`src/rtl/axil_pkg.sv`:
```
// Shared types and helpers for the AXI4-Lite CSR bank.
package axil_pkg;

    typedef enum logic [1:0] {
        OKAY   = 2'b00,
        SLVERR = 2'b10
    } resp_t;

    typedef enum logic {
        R_IDLE = 1'b0,
        R_DATA = 1'b1
    } rd_state_t;

    // Number of byte-offset address bits below the word index.
    function automatic int unsigned addr_lsb(input int unsigned data_width);
        return $clog2(data_width / 8);
    endfunction

endpackage

```
`src/rtl/axil_csr_bank_if.sv`:
```
// AXI4-Lite bus bundle; master drives requests, slave drives readies and responses.
interface axil_csr_bank_if #(
    parameter int unsigned ADDR_WIDTH = 8,
    parameter int unsigned DATA_WIDTH = 32
);
    logic [ADDR_WIDTH-1:0]   AWADDR;
    logic                    AWVALID;
    logic                    AWREADY;
    logic [DATA_WIDTH-1:0]   WDATA;
    logic [DATA_WIDTH/8-1:0] WSTRB;
    logic                    WVALID;
    logic                    WREADY;
    logic [1:0]              BRESP;
    logic                    BVALID;
    logic                    BREADY;
    logic [ADDR_WIDTH-1:0]   ARADDR;
    logic                    ARVALID;
    logic                    ARREADY;
    logic [DATA_WIDTH-1:0]   RDATA;
    logic [1:0]              RRESP;
    logic                    RVALID;
    logic                    RREADY;

    modport master (
        output AWADDR, AWVALID, WDATA, WSTRB, WVALID, BREADY, ARADDR, ARVALID, RREADY,
        input  AWREADY, WREADY, BRESP, BVALID, ARREADY, RDATA, RRESP, RVALID
    );

    modport slave (
        input  AWADDR, AWVALID, WDATA, WSTRB, WVALID, BREADY, ARADDR, ARVALID, RREADY,
        output AWREADY, WREADY, BRESP, BVALID, ARREADY, RDATA, RRESP, RVALID
    );
endinterface

```
`src/rtl/axil_wr_collect.sv`:
```
// Collects independent AW and W beats and raises a commit strobe once both are present.
module axil_wr_collect #(
    parameter int unsigned ADDR_WIDTH = 8,
    parameter int unsigned DATA_WIDTH = 32
) (
    input  logic                    clk,
    input  logic                    rst_n,
    input  logic [ADDR_WIDTH-1:0]   aw_addr,
    input  logic                    aw_valid,
    output logic                    aw_ready_c,
    input  logic [DATA_WIDTH-1:0]   w_data,
    input  logic [DATA_WIDTH/8-1:0] w_strb,
    input  logic                    w_valid,
    output logic                    w_ready_c,
    input  logic                    b_valid,
    output logic                    commit_c,
    output logic [ADDR_WIDTH-1:0]   cm_addr_c,
    output logic [DATA_WIDTH-1:0]   cm_data_c,
    output logic [DATA_WIDTH/8-1:0] cm_strb_c
);
    logic                    aw_held;
    logic                    w_held;
    logic [ADDR_WIDTH-1:0]   addr_q;
    logic [DATA_WIDTH-1:0]   data_q;
    logic [DATA_WIDTH/8-1:0] strb_q;
    logic                    aw_hs_c;
    logic                    w_hs_c;

    // Readies drop while a beat is parked or the response is still pending.
    assign aw_ready_c = !aw_held && !b_valid;
    assign w_ready_c  = !w_held && !b_valid;
    assign aw_hs_c    = aw_valid && aw_ready_c;
    assign w_hs_c     = w_valid && w_ready_c;
    assign commit_c   = (aw_held || aw_hs_c) && (w_held || w_hs_c);

    // A beat arriving on the commit edge bypasses its holding register.
    assign cm_addr_c = aw_held ? addr_q : aw_addr;
    assign cm_data_c = w_held  ? data_q : w_data;
    assign cm_strb_c = w_held  ? strb_q : w_strb;

    always_ff @(posedge clk or negedge rst_n) begin
        if (!rst_n) begin
            aw_held <= 1'b0;
            w_held  <= 1'b0;
            addr_q  <= '0;
            data_q  <= '0;
            strb_q  <= '0;
        end else begin
            if (aw_hs_c) addr_q <= aw_addr;
            if (w_hs_c) begin
                data_q <= w_data;
                strb_q <= w_strb;
            end
            if (commit_c) begin
                aw_held <= 1'b0;
                w_held  <= 1'b0;
            end else begin
                if (aw_hs_c) aw_held <= 1'b1;
                if (w_hs_c)  w_held  <= 1'b1;
            end
        end
    end
endmodule

```
`src/rtl/axil_csr_bank.sv`:
```
// AXI4-Lite CSR bank with per-register RW/RO selection.
// Optional AXIL_CSR_DECERR_EN: out-of-range indices answer SLVERR instead of aliasing.
module axil_csr_bank
    import axil_pkg::*;
#(
    parameter int unsigned          ADDR_WIDTH = 8,
    parameter int unsigned          DATA_WIDTH = 32,
    parameter int unsigned          NUM_REGS   = 8,
    parameter logic [NUM_REGS-1:0]  RO_MASK    = '0
) (
    input  logic                           clk,
    input  logic                           rst_n,
    axil_csr_bank_if.slave                 bus,
    output logic [NUM_REGS*DATA_WIDTH-1:0] reg_q,
    input  logic [NUM_REGS*DATA_WIDTH-1:0] reg_in,
    output logic [NUM_REGS-1:0]            wr_pulse
);
    localparam int unsigned ADDR_LSB = addr_lsb(DATA_WIDTH);
    localparam int unsigned IDX_W    = ADDR_WIDTH - ADDR_LSB;
    localparam int unsigned SEL_W    = $clog2(NUM_REGS);
    localparam int unsigned STRB_W   = DATA_WIDTH / 8;

    if (DATA_WIDTH != 32 && DATA_WIDTH != 64) begin : g_bad_dw
        $error("axil_csr_bank: DATA_WIDTH must be 32 or 64");
    end
    if (NUM_REGS < 2 || NUM_REGS > (1 << IDX_W)) begin : g_bad_nregs
        $error("axil_csr_bank: NUM_REGS out of range for ADDR_WIDTH");
    end
`ifndef AXIL_CSR_DECERR_EN
    if ((NUM_REGS & (NUM_REGS - 1)) != 0) begin : g_not_pow2
        $error("axil_csr_bank: NUM_REGS must be a power of two when indices alias");
    end
`endif

    // One-hot register select from a byte address; all-zero means out of range.
    function automatic logic [NUM_REGS-1:0] decode(input logic [ADDR_WIDTH-1:0] addr);
        logic [IDX_W-1:0] idx;
        idx    = addr[ADDR_WIDTH-1:ADDR_LSB];
        decode = '0;
        for (int i = 0; i < NUM_REGS; i++) begin
`ifdef AXIL_CSR_DECERR_EN
            decode[i] = (idx == IDX_W'(i));
`else
            decode[i] = (idx[SEL_W-1:0] == SEL_W'(i));
`endif
        end
    endfunction

    logic [NUM_REGS-1:0][DATA_WIDTH-1:0] regs;
    logic                  commit_c;
    logic [ADDR_WIDTH-1:0] cm_addr_c;
    logic [DATA_WIDTH-1:0] cm_data_c;
    logic [STRB_W-1:0]     cm_strb_c;
    logic [NUM_REGS-1:0]   wr_sel_c;
    resp_t                 wr_resp_c;
    logic                  aw_ready_c;
    logic                  w_ready_c;
    logic                  b_valid;
    resp_t                 b_resp;

    axil_wr_collect #(
        .ADDR_WIDTH (ADDR_WIDTH),
        .DATA_WIDTH (DATA_WIDTH)
    ) u_wr_collect (
        .clk        (clk),
        .rst_n      (rst_n),
        .aw_addr    (bus.AWADDR),
        .aw_valid   (bus.AWVALID),
        .aw_ready_c (aw_ready_c),
        .w_data     (bus.WDATA),
        .w_strb     (bus.WSTRB),
        .w_valid    (bus.WVALID),
        .w_ready_c  (w_ready_c),
        .b_valid    (b_valid),
        .commit_c   (commit_c),
        .cm_addr_c  (cm_addr_c),
        .cm_data_c  (cm_data_c),
        .cm_strb_c  (cm_strb_c)
    );

    assign wr_sel_c = decode(cm_addr_c);
`ifdef AXIL_CSR_DECERR_EN
    assign wr_resp_c = (|wr_sel_c) ? OKAY : SLVERR;
`else
    assign wr_resp_c = OKAY;
`endif

    // Register storage, write strobes and write response.
    always_ff @(posedge clk or negedge rst_n) begin
        if (!rst_n) begin
            regs     <= '0;
            wr_pulse <= '0;
            b_valid  <= 1'b0;
            b_resp   <= OKAY;
        end else begin
            wr_pulse <= commit_c ? wr_sel_c : '0;
            if (commit_c) begin
                b_valid <= 1'b1;
                b_resp  <= wr_resp_c;
                for (int i = 0; i < NUM_REGS; i++) begin
                    if (wr_sel_c[i] && !RO_MASK[i]) begin
                        for (int b = 0; b < STRB_W; b++) begin
                            if (cm_strb_c[b]) regs[i][8*b +: 8] <= cm_data_c[8*b +: 8];
                        end
                    end
                end
            end else if (bus.BREADY) begin
                b_valid <= 1'b0;
            end
        end
    end

    assign reg_q       = regs;
    assign bus.AWREADY = aw_ready_c;
    assign bus.WREADY  = w_ready_c;
    assign bus.BVALID  = b_valid;
    assign bus.BRESP   = b_resp;

    rd_state_t             rd_state;
    rd_state_t             rd_next;
    logic                  rd_load_c;
    logic [NUM_REGS-1:0]   rd_sel_c;
    logic [DATA_WIDTH-1:0] rd_data_c;
    resp_t                 rd_resp_c;
    logic [DATA_WIDTH-1:0] r_data;
    resp_t                 r_resp;

    assign rd_sel_c = decode(bus.ARADDR);
`ifdef AXIL_CSR_DECERR_EN
    assign rd_resp_c = (|rd_sel_c) ? OKAY : SLVERR;
`else
    assign rd_resp_c = OKAY;
`endif

    // Read mux: RO registers reflect hardware inputs, RW registers their storage.
    always_comb begin
        rd_data_c = '0;
        for (int i = 0; i < NUM_REGS; i++) begin
            if (rd_sel_c[i]) rd_data_c = RO_MASK[i] ? reg_in[i*DATA_WIDTH +: DATA_WIDTH] : regs[i];
        end
    end

    always_ff @(posedge clk or negedge rst_n) begin
        if (!rst_n) rd_state <= R_IDLE;
        else        rd_state <= rd_next;
    end

    always_comb begin
        rd_next   = rd_state;
        rd_load_c = 1'b0;
        case (rd_state)
            R_IDLE: begin
                if (bus.ARVALID) begin
                    rd_load_c = 1'b1;
                    rd_next   = R_DATA;
                end
            end
            R_DATA: begin
                if (bus.RREADY) rd_next = R_IDLE;
            end
            default: rd_next = R_IDLE;
        endcase
    end

    always_ff @(posedge clk or negedge rst_n) begin
        if (!rst_n) begin
            r_data <= '0;
            r_resp <= OKAY;
        end else if (rd_load_c) begin
            r_data <= rd_data_c;
            r_resp <= rd_resp_c;
        end
    end

    assign bus.ARREADY = (rd_state == R_IDLE);
    assign bus.RVALID  = (rd_state == R_DATA);
    assign bus.RDATA   = r_data;
    assign bus.RRESP   = r_resp;
endmodule

```
`src/flat_wrapper.sv`:
```
// flat-port wrapper written by rule: the top's interface ports become plain ports
module axil_csr_bank_flat import axil_pkg::*;
#(
    parameter int unsigned          ADDR_WIDTH = 8,
    parameter int unsigned          DATA_WIDTH = 32,
    parameter int unsigned          NUM_REGS   = 8,
    parameter logic [NUM_REGS-1:0]  RO_MASK    = '0
)
  (clk, rst_n, reg_q, reg_in, wr_pulse, bus_AWADDR, bus_AWVALID, bus_WDATA, bus_WSTRB, bus_WVALID, bus_BREADY, bus_ARADDR, bus_ARVALID, bus_RREADY, bus_AWREADY, bus_WREADY, bus_BRESP, bus_BVALID, bus_ARREADY, bus_RDATA, bus_RRESP, bus_RVALID);
  axil_csr_bank_if #(.ADDR_WIDTH(ADDR_WIDTH), .DATA_WIDTH(DATA_WIDTH)) bus_i ();
  input  logic clk;
  input  logic rst_n;
  output logic [NUM_REGS*DATA_WIDTH-1:0] reg_q;
  input  logic [NUM_REGS*DATA_WIDTH-1:0] reg_in;
  output logic [NUM_REGS-1:0] wr_pulse;
  input wire logic [$bits(bus_i.AWADDR)-1:0] bus_AWADDR;
  input wire logic [$bits(bus_i.AWVALID)-1:0] bus_AWVALID;
  input wire logic [$bits(bus_i.WDATA)-1:0] bus_WDATA;
  input wire logic [$bits(bus_i.WSTRB)-1:0] bus_WSTRB;
  input wire logic [$bits(bus_i.WVALID)-1:0] bus_WVALID;
  input wire logic [$bits(bus_i.BREADY)-1:0] bus_BREADY;
  input wire logic [$bits(bus_i.ARADDR)-1:0] bus_ARADDR;
  input wire logic [$bits(bus_i.ARVALID)-1:0] bus_ARVALID;
  input wire logic [$bits(bus_i.RREADY)-1:0] bus_RREADY;
  output wire logic [$bits(bus_i.AWREADY)-1:0] bus_AWREADY;
  output wire logic [$bits(bus_i.WREADY)-1:0] bus_WREADY;
  output wire logic [$bits(bus_i.BRESP)-1:0] bus_BRESP;
  output wire logic [$bits(bus_i.BVALID)-1:0] bus_BVALID;
  output wire logic [$bits(bus_i.ARREADY)-1:0] bus_ARREADY;
  output wire logic [$bits(bus_i.RDATA)-1:0] bus_RDATA;
  output wire logic [$bits(bus_i.RRESP)-1:0] bus_RRESP;
  output wire logic [$bits(bus_i.RVALID)-1:0] bus_RVALID;
  assign bus_i.AWADDR = bus_AWADDR;
  assign bus_i.AWVALID = bus_AWVALID;
  assign bus_i.WDATA = bus_WDATA;
  assign bus_i.WSTRB = bus_WSTRB;
  assign bus_i.WVALID = bus_WVALID;
  assign bus_i.BREADY = bus_BREADY;
  assign bus_i.ARADDR = bus_ARADDR;
  assign bus_i.ARVALID = bus_ARVALID;
  assign bus_i.RREADY = bus_RREADY;
  assign bus_AWREADY = bus_i.AWREADY;
  assign bus_WREADY = bus_i.WREADY;
  assign bus_BRESP = bus_i.BRESP;
  assign bus_BVALID = bus_i.BVALID;
  assign bus_ARREADY = bus_i.ARREADY;
  assign bus_RDATA = bus_i.RDATA;
  assign bus_RRESP = bus_i.RRESP;
  assign bus_RVALID = bus_i.RVALID;
  axil_csr_bank #(.ADDR_WIDTH(ADDR_WIDTH), .DATA_WIDTH(DATA_WIDTH), .NUM_REGS(NUM_REGS), .RO_MASK(RO_MASK)) u_core (.clk(clk), .rst_n(rst_n), .bus(bus_i), .reg_q(reg_q), .reg_in(reg_in), .wr_pulse(wr_pulse));
endmodule
```
`config.mk`:
```
export PLATFORM = sky130hd
export DESIGN_NAME = axil_csr_bank_flat
export DESIGN_NICKNAME = d
export VERILOG_FILES = /design/src/rtl/axil_pkg.sv /design/src/rtl/axil_csr_bank_if.sv /design/src/rtl/axil_wr_collect.sv /design/src/rtl/axil_csr_bank.sv /design/src/flat_wrapper.sv
export SDC_FILE = /design/constraint.sdc
export NUM_CORES = 1
export LEC_CHECK = 0
export ABC_AREA = 1
export CORE_AREA = 3 3 239 241
export DETAILED_ROUTE_END_ITERATION = 16
export DIE_AREA = 0 0 242 244
export GPL_TIMING_DRIVEN = 0
export HOLD_SLACK_MARGIN = 0.15
export PLACE_DENSITY_LB_ADDON = 0.3
export SETUP_SLACK_MARGIN = 0.1
export SLEW_MARGIN = 0
export SYNTH_ARGS = -nofsm -noshare
export SYNTH_HDL_FRONTEND = slang
export SYNTH_SLANG_ARGS = --single-unit
```
`constraint.sdc`:
```
create_clock -name clk -period 1.7 [get_ports clk]
set_input_delay 0.51 -clock clk [delete_from_list [all_inputs] [get_ports clk]]
set_output_delay 0.51 -clock clk [all_outputs]
set_load 0.02 [all_outputs]
```
==> results of run 1 <==
==> repair_timing <==
action	in CTS	in global routing
resized for setup	618	1867
setup endpoints to repair	635	619
hold endpoints to repair	97	97
pin swaps	23	19
gates cloned	11	13
buffers inserted	40	220
==> sequential cells by signal, summed over array words and instances, names as in the netlist <==
name and cells:
u_core.reg_q 256, u_core.bus.RDATA 32, u_core.u_wr_collect.data_q 32, u_core.wr_pulse 8
u_core.u_wr_collect.strb_q 4, u_core.u_wr_collect.addr_q 3, u_core.bus.BVALID 1, u_core.bus.RVALID 1
u_core.u_wr_collect.aw_held 1, u_core.u_wr_collect.w_held 1
==> area by class of cell <==
cell class	count	area (um2)
Clock inverter	15	128
Inverter	113	434
Clock buffer	56	1180
Multi-Input combinational cell	1190	6800
Buffer	103	957
Fill cell	5161	29600
Timing Repair Buffer	632	6550
Antenna cell	1	2.50
Tap cell	748	936
Sequential cell	339	8510
==> power breakdown <==
group          total, mW  internal, mW  switching (mW)
Sequential          14.9          11.3            3.54
Clock               8.60          5.04            3.57
Combinational       23.2          10.9            12.3
==> worst max-delay path by stage <==
stage,to,slack [ns],from
6_report,u_core.reg_q[75]$_DFFE_PN0P_,-0.32,u_core.u_wr_collect.aw_held$_DFFE_PN0P_
3_5_place_dp,u_core.bus.RDATA[12]$_DFFE_PN0P_,-1.48,bus_ARADDR[4]
2_1_floorplan,u_core.reg_q[21]$_DFFE_PN0P_,-0.1,u_core.bus.BVALID$_DFFE_PN0P_
5_1_grt,u_core.reg_q[75]$_DFFE_PN0P_,-0.38,u_core.u_wr_collect.aw_held$_DFFE_PN0P_
4_1_cts,bus_WREADY,-0.20,u_core.u_wr_collect.w_held$_DFFE_PN0P_
3_3_place_gp,u_core.bus.BVALID$_DFFE_PN0P_,-15.90,rst_n
==> critical path, cell delays in order (launching register included) <==
cell	delay, ns
dfrtp_2	0.51
o21ai_2	0.39
inv_1	0.19
nand2_1	0.15
nor2_4	0.05
buf_12	0.16
nand2_4	0.12
buf_2	0.19
o21ai_0	0.10
==> cells in the final DEF (no fill, tap or decap), types with 44 or more instances in the layout <==
| cell | synthesis | routed |
|---|---|---|
| a21oi_1 | 65 | 65 |
| buf_4 | 5 | 235 |
| buf_6 | 32 | 336 |
| clkbuf_16 | 0 | 49 |
| clkdlybuf4s50_1 | 0 | 44 |
| dfrtp_1 | 339 | 314 |
| inv_1 | 109 | 105 |
| nand2_1 | 506 | 444 |
| nand2_2 | 26 | 55 |
| nand3_1 | 65 | 64 |
| nand4_1 | 96 | 96 |
| nor2_1 | 71 | 62 |
| o21ai_0 | 253 | 59 |
| o21ai_1 | 70 | 139 |
| o21ai_2 | 9 | 112 |
==> per-stage QoR <==
step / TNS, ns / area [um2] / power [mW] / utilization, %
6_report: -55.69 / 25500 / 46.7 / 46.3
3_3_place_gp: -5282.63 / 19700 / 30.9 / 35.7
4_1_cts: -68.91 / 21900 / 39.4 / 39.8
2_1_floorplan: -7.74 / 15300 / 21.7 / -
3_5_place_dp: -340.25 / 19700 / 31.1 / 35.8
5_1_grt: -73.15 / 25500 / 48.9 / 46.3
==> kinds of logic (layout without fill, tap and decap cells) <==
family	Yosys count	count (layout)	share of synthesized area, %
buffers and inverters	216	919	7.11
AO/OA/AOI/OAI	400	401	13.7
flip-flops	339	339	56.2
other	1	5	0.0248
multiplexers	1	1	0.0663
AND/OR/NAND/NOR	784	784	22.9
==> routing by layer <==
metal  global-route usage (%)  up-vias  routed length, um
met1                     33.2     7677              32700
met3                     6.37      104               7050
met2                     31.4      781              29600
met4                     6.21        4               2270
met5                        0        -                 32
li1                         -     7166                  -
==> flow_summary.ini, run 1 <==
[run_status]
status = finished, violations left
violations = hold timing, setup timing

[cells_and_area]
fin_cells = 3197
area_delta_synth_final_pct = 69.0
final_nets = 2734
drive_gt1_share_pct = 42.2

[route]
drt_iter0_markers = 1473
drtPass1Iterations = 6
wl_per_cell_um = 22.4
ant_nets = 0
vias = 15732
routed_wl_um = 71700
drc = 0
vias_per_cell = 4.92

[cts]
cts_buffers = 40
clkSinkCount = 339
root_buffer = clkbuf_16
clkTransAtPathRegs_ns = 0.06
clk_latency_ns = 0.55
h-tree-depth = 2
cts_tree = built
clock_path_buffers = 3

[logic_synthesis]
synth_top_area_cell = dfrtp_1
synth-edff-count = 0
synth_cell_types = 27
ys_async_sr_fraction_pct = 100
synth_most_common_cell = nand2_1
seq_area_frac_synth_pct = 56.2
ys_top_cells_by_area = dfrtp_1, nand2_1, o21ai_0
yosysWarnings = 0
ys_seq_elements = 339
netlist_area_um2 = 15100
synthCells = 1741
ys.flop_type = dfrtp_1
avgSynthCellArea_um2 = 8.67
synthTopCellsByCount = nand2_1, dfrtp_1, o21ai_0, inv_1, nand4_1
netlist.area_leader.share_pct = 56.2

[critical_path]
r2r-end = u_core.reg_q[75]$_DFFE_PN0P_
r2r-start = u_core.u_wr_collect.aw_held$_DFFE_PN0P_
cp.arrival_ns = 2.42
start_kind = flip-flop
path_class = reg -> reg
critPathMaxFanout = 8
worstPathRequired_ns = 2.11
endpoint_kind = flip-flop
r2r_cells = 8
regToRegSetupSlack_ns = -0.32

[sta]
hold_viol = 1
drv_slew = 0
min_period_ns = 2.02
fin_ws_ns = -0.316
slew_headroom_pct = 43.7
worst_pin_slew_ns = 0.828
setup_violations = 260
finClkSkew_ns = 0.0237
period_share_pct = 119
rsz0062_at_grt = yes
holdWs_ns = -0.00380
fmax_mhz = 496

[floorplan]
io_pins = 620
floorplan.initialDensity_pct = 27.4
die_area_um2 = 59000
fp.dieW_um = 242
die_y_um = 244
num_rows = 86
core_area_um2 = 55100

[global_route]
grt_pass1_vias = 14270
overflow = 0
antenna_found_initial = 2
grt_max_degree = 124
grt_pass1_wl_um = 97900
grt_usage_pct = 22.3

[power]
peakVddDrop_v = 0.000996
p_per_area_nw_per_um2 = 1830
p_leak_nw = 12.2

[placed_design]
place_inst = 2841
gp_congestion = 0.878
dp_hpwl_um = 49700
port_buffers = 347
post-place-ws_ns = -1.48

[flow_run]
max_cap_viol_count = 0

[min_path]
hp-class = in -> async
(Power assumes the default switching activity.)
==> run 2: changes to the inputs <==
--- a/config.mk
+++ b/config.mk
@@ -6,10 +6,9 @@
 export NUM_CORES = 1
 export LEC_CHECK = 0
 export ABC_AREA = 1
-export CORE_AREA = 3 3 239 241
+export CORE_AREA = 2 2 238 240
 export DETAILED_ROUTE_END_ITERATION = 16
-export DIE_AREA = 0 0 242 244
-export GPL_TIMING_DRIVEN = 0
+export DIE_AREA = 0 0 240 242
 export HOLD_SLACK_MARGIN = 0.15
 export PLACE_DENSITY_LB_ADDON = 0.3
 export SETUP_SLACK_MARGIN = 0.1
==> run 2 against run 1 <==
The flow finishes with violations (setup timing). Critical path depth is 2 higher. Sequential share of layout area fell by 0.74 points. Largest cell class unchanged. Count of clock-buffer cells in the layout increased by 6. Hold slack better by 0.47 ns. Largest power group unchanged. Cell area grew 2.0%. Clock power rose by 2.3%. Via count increased by 1.7%.
==> flow_summary.ini, run 2 (synthesized netlist as in run 1, its figures left out) <==
[floorplan]
num_rows = 87
core_area_um2 = 55700
floorplan.initialDensity_pct = 27.1
io_pins = 620
fp.dieW_um = 240
die_y_um = 242
die_area_um2 = 58100

[critical_path]
cp.arrival_ns = 2.32
endpoint_kind = flip-flop
r2r-start = u_core.u_wr_collect.w_held$_DFFE_PN0P_
r2r-end = u_core.reg_q[174]$_DFFE_PN0P_
critPathMaxFanout = 8
regToRegSetupSlack_ns = -0.21
r2r_cells = 10
worstPathRequired_ns = 2.11
path_class = reg -> reg
start_kind = flip-flop

[cells_and_area]
fin_cells = 3214
drive_gt1_share_pct = 42.0
final_nets = 2740
area_delta_synth_final_pct = 72.3
nFillCells = 5155
largest_reg_flops = 256
layout_commonest_cell = nand2_1
mostFrequentLayoutCells = nand2_1, dfrtp_1, buf_6

[sta]
hold_viol = 0
rsz0062_at_grt = yes
worst_pin_slew_ns = 1.11
fmax_mhz = 523
drv_slew = 0
setup_violations = 272
fin_ws_ns = -0.212
slew_headroom_pct = 25.6
tns_ns = -28.13
period_share_pct = 112
finClkSkew_ns = 0.0290
min_period_ns = 1.91

[route]
wl_per_cell_um = 21.7
routed_wl_um = 69800
ant_nets = 0
drc = 0
drtPass1Iterations = 7
drt_iter0_markers = 1860
vias_per_cell = 4.98
vias = 15996

[cts]
root_buffer = clkbuf_16
cts_tree = built
clk_latency_ns = 0.57
clkSinkCount = 339
cts_buffers = 41
h-tree-depth = 2
clkTransAtPathRegs_ns = 0.06
clock_path_buffers = 3

[global_route]
overflow = 0
grt_usage_pct = 22.2
grt_pass1_wl_um = 97000
grt_max_degree = 53
antenna_found_initial = 4
grt_pass1_vias = 15253

[min_path]
hp-class = in -> async

[placed_design]
gp_congestion = 0.854
port_buffers = 349
dp_hpwl_um = 43700
post-place-ws_ns = -1.05
place_inst = 2836

[power]
p_int_mw = 28.4
p_seq_share_pct = 30.0
p_leak_nw = 12.2
clkPwrFrac_pct = 18.2
combPwrFrac_pct = 51.8
peakVddDrop_v = 0.000951
swShare_pct = 41.3
power.total_mw = 48.4
p_per_area_nw_per_um2 = 1860
p_sw_mw = 20.0

[run_status]
status = finished, violations left
violations = setup timing

[flow_run]
max_cap_viol_count = 0
[run 2: power groups by stage]
stage               clock, mW  sequential [mW]  combinational (mW)
floorplan                   0             16.8                4.89
global placement            0             14.5                17.4
detailed placement          0             14.5                17.6
CTS                      8.93             14.4                22.7
global route             9.27             14.9                26.7
finish                   8.80             14.5                25.1
[run 2: layer usage]
layer,GRT usage [%],vias up,wire length (um)
met2,32.2,853,30000
met3,7.66,104,8130
met4,6.59,6,1630
met5,0,-,44
met1,31.2,7818,29900
li1,-,7215,-
[run 2: cell type report]
type | instances | area [um2] | area share (%)
antenna | 1 | 2.50 | 0.00962
clock buffer | 62 | 1260 | 4.83
clock inverter | 13 | 85.1 | 0.327
inverter | 113 | 435 | 1.67
multi-input combinational | 1215 | 7220 | 27.7
sequential | 339 | 8490 | 32.6
tap | 756 | 946 | 3.64
timing repair buffer | 715 | 7580 | 29.1
[run 2: per-stage QoR]
step                      instance area (um2)  utilization, %  hold slack [ns]
after global routing                    26000            46.7            0.483
final                                   26000            46.7            0.468
after floorplan                         15300               -            0.214
after detailed placement                20200            36.3            0.468
after global placement                  20200            36.3            0.456
after CTS                               24300            43.7            0.450
[run 2: what timing repair did]
item	in CTS	in global routing
endpoints found under the setup margin	586	611
resized for setup	1817	355
setup buffers	241	29
pin swaps	14	79
hold endpoints to repair	29	0
hold buffers	1	0
cloned	7	24
[run 2: worst max-delay path by stage]
stage	from	endpoint	cells after the start	slack (ns)
finish	u_core.u_wr_collect.w_held$_DFFE_PN0P_	u_core.reg_q[174]$_DFFE_PN0P_	10	-0.21
global route	u_core.u_wr_collect.w_held$_DFFE_PN0P_	u_core.reg_q[174]$_DFFE_PN0P_	10	-0.26
detailed placement	bus_AWADDR[3]	u_core.reg_q[110]$_DFFE_PN0P_	9	-1.05
CTS	u_core.u_wr_collect.aw_held$_DFFE_PN0P_	bus_AWREADY	3	-0.23
floorplan	u_core.bus.BVALID$_DFFE_PN0P_	u_core.reg_q[21]$_DFFE_PN0P_	9	-0.1
global placement	bus_AWADDR[3]	u_core.reg_q[113]$_DFFE_PN0P_	10	-1.08
[run 2: critical path, cell delays in order (launching register included)]
cell,delay (ns)
dfrtp_1,0.39
buf_6,0.13
nor3b_4,0.27
buf_6,0.16
o21ai_4,0.10
nor2_4,0.16
buf_6,0.17
nand2_8,0.08
buf_12,0.16
nand2_2,0.05
o21ai_1,0.06
==> run 3: changes to the inputs <==
--- a/config.mk
+++ b/config.mk
@@ -10,7 +10,7 @@
 export DETAILED_ROUTE_END_ITERATION = 16
 export DIE_AREA = 0 0 240 242
 export HOLD_SLACK_MARGIN = 0.15
-export PLACE_DENSITY_LB_ADDON = 0.3
+export PLACE_DENSITY = 0.56
 export SETUP_SLACK_MARGIN = 0.1
 export SLEW_MARGIN = 0
 export SYNTH_ARGS = -nofsm -noshare
==> run 3 against run 2 <==
The run still ends with setup timing left. Wire length grew 0.54%. Maximum frequency grew 1.0%. Power grew 2.3%. Combinational power grew 4%. Setup slack gained 0.019 ns. Register-to-register slack gained 0.02 ns. Sequential power is essentially flat. Sequential share of layout area shrank 0.54 points. Core utilization grew 0.99 points. First-iteration DRC count shrank 10%. Critical path depth shrank 7. Largest power group unchanged. Highest routed layer unchanged.
==> flow_summary.ini, run 3 (synthesized netlist as in run 1, its figures left out) <==
[critical_path]
cp.arrival_ns = 1.38
path_class = reg -> out
start_kind = flip-flop
endpoint_kind = primary output
worstPathRequired_ns = 1.19
r2r_cells = 11
critPathMaxFanout = 4

[min_path]
hp-class = reg -> reg
holdPathStages = 2

[power]
combPwrFrac_pct = 52.4
p_seq_share_pct = 29.5
peakVddDrop_v = 0.00101
clkPwrFrac_pct = 18.1
p_sw_mw = 20.3
p_per_area_nw_per_um2 = 1860
power.total_mw = 49.5
p_leak_nw = 12.4
swShare_pct = 40.9
p_int_mw = 29.3

[route]
drtPass1Iterations = 7
vias_per_cell = 4.98
wl_per_cell_um = 21.5
drc = 0
drt_iter0_markers = 1668
vias = 16238
ant_nets = 0
routed_wl_um = 70100

[flow_run]
max_cap_viol_count = 0

[sta]
hold_viol = 0
tns_ns = -30.01
worst_pin_slew_ns = 0.712
period_share_pct = 111
fin_ws_ns = -0.192
slew_headroom_pct = 52.4
min_period_ns = 1.89
finClkSkew_ns = 0.00666
fmax_mhz = 528
holdWs_ns = 0.475
drv_slew = 0
rsz0062_at_grt = yes
setup_violations = 259

[floorplan]
fp.dieW_um = 240
die_area_um2 = 58100
floorplan.initialDensity_pct = 27.1
core_area_um2 = 55700
num_rows = 87
die_y_um = 242
io_pins = 620

[placed_design]
post-place-ws_ns = -0.973
port_buffers = 349
gp_congestion = 0.878
place_inst = 2850
place_area_um2 = 20300
dp_hpwl_um = 44600

[cells_and_area]
fin_cells = 3262
nFillCells = 5190
final_nets = 2793
multiInputGateArea_um2 = 7490
num_antenna_cells = 0
fin_util_pct = 47.7
final_cell_area_um2 = 26600
largest_reg_flops = 256
mostFrequentLayoutCells = buf_4, nand2_1, dfrtp_1
register_area_um2 = 8530
area_delta_synth_final_pct = 76.0
drive_gt1_share_pct = 46.9
layout_commonest_cell = buf_4

[global_route]
antenna_found_initial = 1
overflow = 0
grt_pass1_wl_um = 99600
grt_pass1_vias = 15555
grt_usage_pct = 22.8
grt_max_degree = 50

[cts]
root_buffer = clkbuf_16
cts_tree = built
clk_latency_ns = 0.56
cts_buffers = 40
clock_path_buffers = 3
h-tree-depth = 2
clkSinkCount = 339
clkTransAtPathRegs_ns = 0.06

[run_status]
violations = setup timing
status = finished, violations left
## run 3: cell types whose count changed in the layout (fill, tap and decap cells not counted), moves of 6 or more
| cell | previous run | this run |
|---|---|---|
| buf_4 | 285 | 350 |
| nand2_1 | 379 | 317 |
| nand2_2 | 103 | 162 |
| o21ai_1 | 144 | 180 |
| o21ai_0 | 110 | 75 |
| dfrtp_1 | 332 | 303 |
| dfrtp_2 | 7 | 36 |
| buf_12 | 69 | 60 |
| dlygate4sd2_1 | 7 | 0 |
| nand2_8 | 46 | 52 |
## run 3: final timing paths
path,start,endpoint,slack [ns]
setup reg to reg,u_core.u_wr_collect.aw_held$_DFFE_PN0P_,u_core.reg_q[10]$_DFFE_PN0P_,-0.19
hold / removal,u_core.u_wr_collect.data_q[31]$_DFFE_PN0P_,u_core.u_wr_collect.data_q[31]$_DFFE_PN0P_,0.48
setup / recovery,u_core.u_wr_collect.aw_held$_DFFE_PN0P_,bus_AWREADY,-0.19
min in group asynchronous,rst_n,u_core.bus.RDATA[25]$_DFFE_PN0P_,0.51
hold reg to reg,u_core.u_wr_collect.data_q[31]$_DFFE_PN0P_,u_core.u_wr_collect.data_q[31]$_DFFE_PN0P_,0.48
max in group asynchronous,rst_n,u_core.reg_q[204]$_DFFE_PN0P_,0.49
## run 3: per-layer routing
layer / vias to the layer above / GRT usage [%] / part of all wire (%)
li1: 7330 / - / -
met1: 7897 / 32.7 / 44
met2: 879 / 32.7 / 42
met3: 130 / 7.09 / 11
met4: 2 / 6.70 / 2.8
met5: - / 0 / 0.019
## run 3: what timing repair did
action                                  CTS  global route
gates cloned                             26             9
pin swaps                                48            83
endpoints found under the hold margin    33             0
buffers inserted                        249            57
hold buffers                              1             0
setup endpoints to repair               593           593
gates resized for setup                2021           331
## run 3: critical path, stage by stage (launching register included)
cell     delay, ns
dfrtp_1       0.41
buf_6         0.15
nor2_4        0.14
buf_6         0.13
## run 3: power by group through the flow
stage / Clock (mW) / Sequential [mW] / Combinational [mW]
final: 8.95 / 14.6 / 26.0
after global routing: 9.45 / 14.9 / 27.6
after CTS: 9.13 / 14.5 / 23.7
after detailed placement: 0 / 14.6 / 17.7
after global placement: 0 / 14.6 / 17.4
after floorplan: 0 / 16.8 / 4.89
## run 3: layout make-up
type	count	share of cell area (%)
sequential	339	32.1
timing repair buffer	764	29.4
multi-input combinational	1220	28.2
clock buffer	59	4.46
tap	756	3.56
inverter	113	1.64
clock inverter	11	0.650
